===== config.mk =====
export PLATFORM = sky130hd
export DESIGN_NAME = fetch_unit
export DESIGN_NICKNAME = d
export VERILOG_FILES = /design/src/rtl/fetch_unit_pkg.sv /design/src/rtl/fetch_skid.sv /design/src/rtl/fetch_unit.sv
export SDC_FILE = /design/constraint.sdc
export NUM_CORES = 1
export LEC_CHECK = 0
export CAP_MARGIN = 30
export CORE_ASPECT_RATIO = 0.75
export CORE_UTILIZATION = 55
export DETAILED_ROUTE_END_ITERATION = 6
export PLACE_DENSITY = 0.85
export SKIP_LAST_GASP = 1
export SYNTH_ARGS = -nofsm -noshare
export SYNTH_HDL_FRONTEND = slang
export SYNTH_SLANG_ARGS = --single-unit

===== constraint.sdc =====
create_clock -name sys_clk -period 5.2 [get_ports sys_clk]
set_input_delay 1.04 -clock sys_clk [delete_from_list [all_inputs] [get_ports sys_clk]]
set_output_delay 1.04 -clock sys_clk [all_outputs]
set_load 0.005 [all_outputs]

===== src/rtl/fetch_unit_pkg.sv =====
// fetch_defs: shared widths, the fetch record type and PC alignment helper for the fetch stage.
package fetch_defs;
  localparam int INSTR_W = 32;
  localparam int PC_W = 16;
  localparam int PC_INC = 4;
  typedef logic [PC_W-1:0] pc_t;
  typedef struct packed {
    logic [INSTR_W-1:0] instr;
    pc_t pc;
  } fetch_t;
  function automatic pc_t align(input pc_t a);
    return {a[PC_W-1:2], 2'b00};
  endfunction
endpackage


===== src/rtl/fetch_skid.sv =====
// fetch_skid: 2-entry synchronous FIFO of {instr, pc}; flush beats push, entry 0 is the head.
module fetch_skid
  import fetch_defs::*;
(
  input  logic       sys_clk,
  input  logic       sys_rst,
  input  logic       push,
  input  logic       pop,
  input  logic       flush,
  input  fetch_t     din,
  output logic [1:0] count,
  output fetch_t     head
);
  fetch_t e1;
  logic [1:0] n;
  assign n = count - 2'(pop);
  always_ff @(posedge sys_clk) begin
    if (!sys_rst) begin
      count <= 2'd0;
      head <= '0;
      e1 <= '0;
    end else if (flush) begin
      count <= 2'd0;
    end else begin
      if (pop) head <= e1;
      if (push && n == 2'd0) head <= din;
      if (push && n == 2'd1) e1 <= din;
      count <= n + 2'(push);
    end
  end
endmodule


===== src/rtl/fetch_unit.sv =====
// fetch_unit: PC/issue logic over a 1-cycle-latency RAM, buffering fetched words in fetch_skid.
module fetch_unit
  import fetch_defs::*;
#(
  parameter logic [15:0] reset_pc = 16'h0000,
  parameter int adr_width = 11
) (
  input  logic        sys_clk,
  input  logic        sys_rst,
  output logic [15:0] mem_a,
  output logic        mem_we,
  input  logic [31:0] mem_di,
  input  logic        redirect,
  input  logic [15:0] redirect_pc,
  output logic        out_valid,
  input  logic        out_ready,
  output logic [31:0] out_instr,
  output logic [15:0] out_pc
);
  if (adr_width < 3 || adr_width > PC_W) begin : g_bad_adr
    $error("adr_width must lie in 3..16");
  end
  pc_t pc, inflight_pc;
  logic inflight, pop, issue;
  logic [1:0] count;
  logic [2:0] occ;
  fetch_t head;
  assign mem_we = 1'b0;
  assign out_valid = count != 2'd0;
  assign pop = out_valid && out_ready;
  // Words owned by the FIFO or in flight after this cycle's pop; keep them within 2 slots.
  assign occ = 3'(count) + 3'(inflight) - 3'(pop);
  assign issue = redirect || occ < 3'd2;
  assign mem_a = redirect ? align(redirect_pc) : pc;
  assign out_instr = head.instr;
  assign out_pc = head.pc;
  always_ff @(posedge sys_clk) begin
    if (!sys_rst) begin
      pc <= align(reset_pc);
      inflight <= 1'b0;
      inflight_pc <= '0;
    end else if (issue) begin
      pc <= mem_a + 16'(PC_INC);
      inflight <= 1'b1;
      inflight_pc <= mem_a;
    end else begin
      inflight <= 1'b0;
    end
  end
  fetch_skid u_skid (
    .sys_clk(sys_clk),
    .sys_rst(sys_rst),
    .push   (inflight && !redirect),
    .pop    (pop),
    .flush  (redirect),
    .din    ('{instr: mem_di, pc: inflight_pc}),
    .count  (count),
    .head   (head)
  );
endmodule


==> results.md <==
* Worst Clk Skew at 0.00616 ns
* Syn Area/Cell at 9.11 sq um
* Placed insts at 844
* WL/cell at 16.0 microns
* Yosys reg bits at 129
* CP max stage delay at 1.04 ns
* Pwr Density at 371 nW/um^2
* Post-Place Setup Slack at 0.910 ns
* H-tree depth at 4
* Pleak at 2.63 nW
* Endpoints failing hold at 0
* Drt pass-1 iters at 5
* GR Util All Layers at 0.261
* Worst setup EP type: primary output
* Warnings from Yosys at 0
* Crit path DAT at 3.28 ns
* CP max stage cell: clkdlybuf4s50_1
* Net switching power at 0.741 mW
* Slew headroom at 0.420
* Largest net degree at the start of global routing at 88
* Async set-reset flop share out of synthesis at 0
* Final min period at 4.32 ns
* Post CTS Setup Buffer Count at 0
* Aggregate routed wire length at 14000 microns
* Rows at 32
* Clk slew on worst S/H paths at 0.05 ns
* CTS hold repair buffers at 0
* Final setup margin at 0.879 ns
* Area growth from synthesis to layout at 29.6%
* Synthesized area at 5780 sq um
* First-pass GRT wire length at 22600 microns
* Worst Tran Pin Value at 0.868 ns
* Status: completed
* Placement Cell Area at 6900 sq um
* Clock Power Share at 0.410
* Via Count at 4908
* Fin area at 7500 sq um
* Min-delay worst type: flip-flop to flip-flop
* Initial antenna violation count at 0
* Total negative slack at 0 ns
* Syn Nets at 692
* CTS tree: yes
* Total gr overflow at 0
* Reg power frac at 0.403
* CTS buffer count at 17
* RSZ-0062 raised after global routing: false
* Initial Util at 0.564
* Clock Tree Buf Depth at 2
* Share of cells above drive strength 1 at 0.134
* Commonest cells after routing, fill and taps aside: dfxtp_1 (129), nand2_1 (114), clkdlybuf4s50_1 (114), nor2_1 (66), a21oi_1 (59)
* Die W at 120 microns
* Commonest non-fill, non-tap cell in the layout: dfxtp_1
* Max-slew violation count at 0
* Post-synth cell types at 48
* Fmax at 0.231 GHz
* Nets at 785
* Hold slack at 0.450 ns
* Die Y at 90.8 microns
* Peak supply drop at 293 uV
* Antenna cells at 0
* Clk sink count at 129
* Port buffer count at 114
* Cells after synthesis at 635
* Core box area at 10200 sq um
* Via density at 5.60
* Dpl hpwl at 8930 microns
* Crit-path cells: clkdlybuf4s50_1, buf_4, mux2_2, clkdlybuf4s50_1
* Drc violations at 0
* Die Footprint at 10900 sq um
* Logic pwr share at 0.188
* Worst-Skew Late Latency at 0.41 ns
* Int Power at 2.04 mW
* Root Buffer: clkbuf_16
* Iteration-0 DRC Markers at 340
* EDFF count, synth at 0
* Prevailing post-synth register cell: dfxtp_1
* Most Frequent Cell on Critical Path: clkdlybuf4s50_1
* Post-Layout Cell Count at 877
* # Max-Cap Violations at 0
* Top-Level Pins at 118
* Worst Path Required at 4.16 ns
* Net Sw Frac at 0.266
* Final cycle utilization of the critical path at 0.831
* Number of global-route vias before repair at 4691
* Final setup viols at 0
* CP Max Fanout at 20
* Nature of the critical path startpoint: primary input
* Register area share after synthesis at 0.447
* Worst Path Class, Setup: primary input to primary output
* Routability cong. at 0.819
* PostCTS Resize Cnt at 0
* Post-route ant nets at 0
[worst max-delay path: cells and delay by family]
family                 cells  cell delay, ns
buffers and inverters      3            1.85
multiplexers               1            0.39
[power groups by stage]
stage / registers (mW) / clock network (mW) / logic [mW]
final: 1.12 / 1.14 / 0.522
after global routing: 1.13 / 1.21 / 0.567
after CTS: 1.12 / 1.16 / 0.521
after detailed placement: 1.14 / 0 / 0.517
after global placement: 1.13 / 0 / 0.493
after floorplan: 1.13 / 0 / 0.310
[metrics by stage]
step	power, mW	util
6_report	2.78	0.731
5_1_grt	2.90	0.731
4_1_cts	2.80	0.729
3_5_place_dp	1.66	0.673
3_3_place_gp	1.63	0.671
2_1_floorplan	1.44	-
[state kept, by name, indices dropped and copies added (netlist names)]
name	cells
u_skid.count	2
pc	16
inflight_pc	14
u_skid.head	48
u_skid.e1	48
inflight	1
[cells in the mapped netlist, types with 3 or more instances]
library cell,n,area (sq um)
a211oi_1,19,143
nand2_1,114,428
a21oi_1,59,295
mux2i_1,58,581
clkbuf_1,22,82.6
buf_6,9,101
ha_1,4,50.1
inv_1,16,60.1
buf_2,16,80.1
and3_1,4,25.0
nand3b_1,4,30.0
a211oi_2,40,500
nor3_1,4,20.0
mux2_2,5,56.3
dfxtp_1,129,2580
nand4_1,7,43.8
nand3_1,14,70.1
nor2b_1,3,18.8
xnor2_1,7,61.3
nor2_1,66,248
[cell type report]
cell class | instances | area, sq um
timing repair buffer | 124 | 1240
clock inverter | 14 | 140
sequential | 129 | 2580
fill | 734 | 2750
clock buffer | 18 | 439
inverter | 17 | 66.3
multi-input combinational | 439 | 2860
tap | 136 | 170
[routing by layer]
metal  wire length (microns)  track usage  vias up  part of all wire
li1                        -            -     2362                 -
met1                    6190        0.337     2358              0.44
met2                    6840        0.430      171              0.49
met3                     781       0.0663       17             0.056
met4                     194       0.0761        0             0.014
met5                       0            0        -                 0
[cells by family (layout without fill, tap and decap cells)]
group           Yosys count  count (layout)  share of synthesized area
compound gates          133             133                      0.184
xor+xnor                  8               8                     0.0121
fa+ha+maj                 5               5                     0.0121
buf+inv                  67             173                     0.0621
flops                   129             129                      0.447
mux                      63              63                      0.110
other cells               1               1                   0.000649
simple gates            229             229                      0.172
[worst paths after layout]
| kind | startpoint | end | slack (ns) | depth (start not counted) |
|---|---|---|---|---|
| worst max-delay path | redirect | mem_a[3] | 0.88 | 4 |
| worst min-delay path | pc[13] | pc[13] | 0.45 | 2 |
| worst max register to register | u_skid.count[1] | inflight_pc[9] | 2.06 | 9 |
| worst min register to register | pc[13] | pc[13] | 0.45 | 2 |
(Power assumes the default switching activity.)
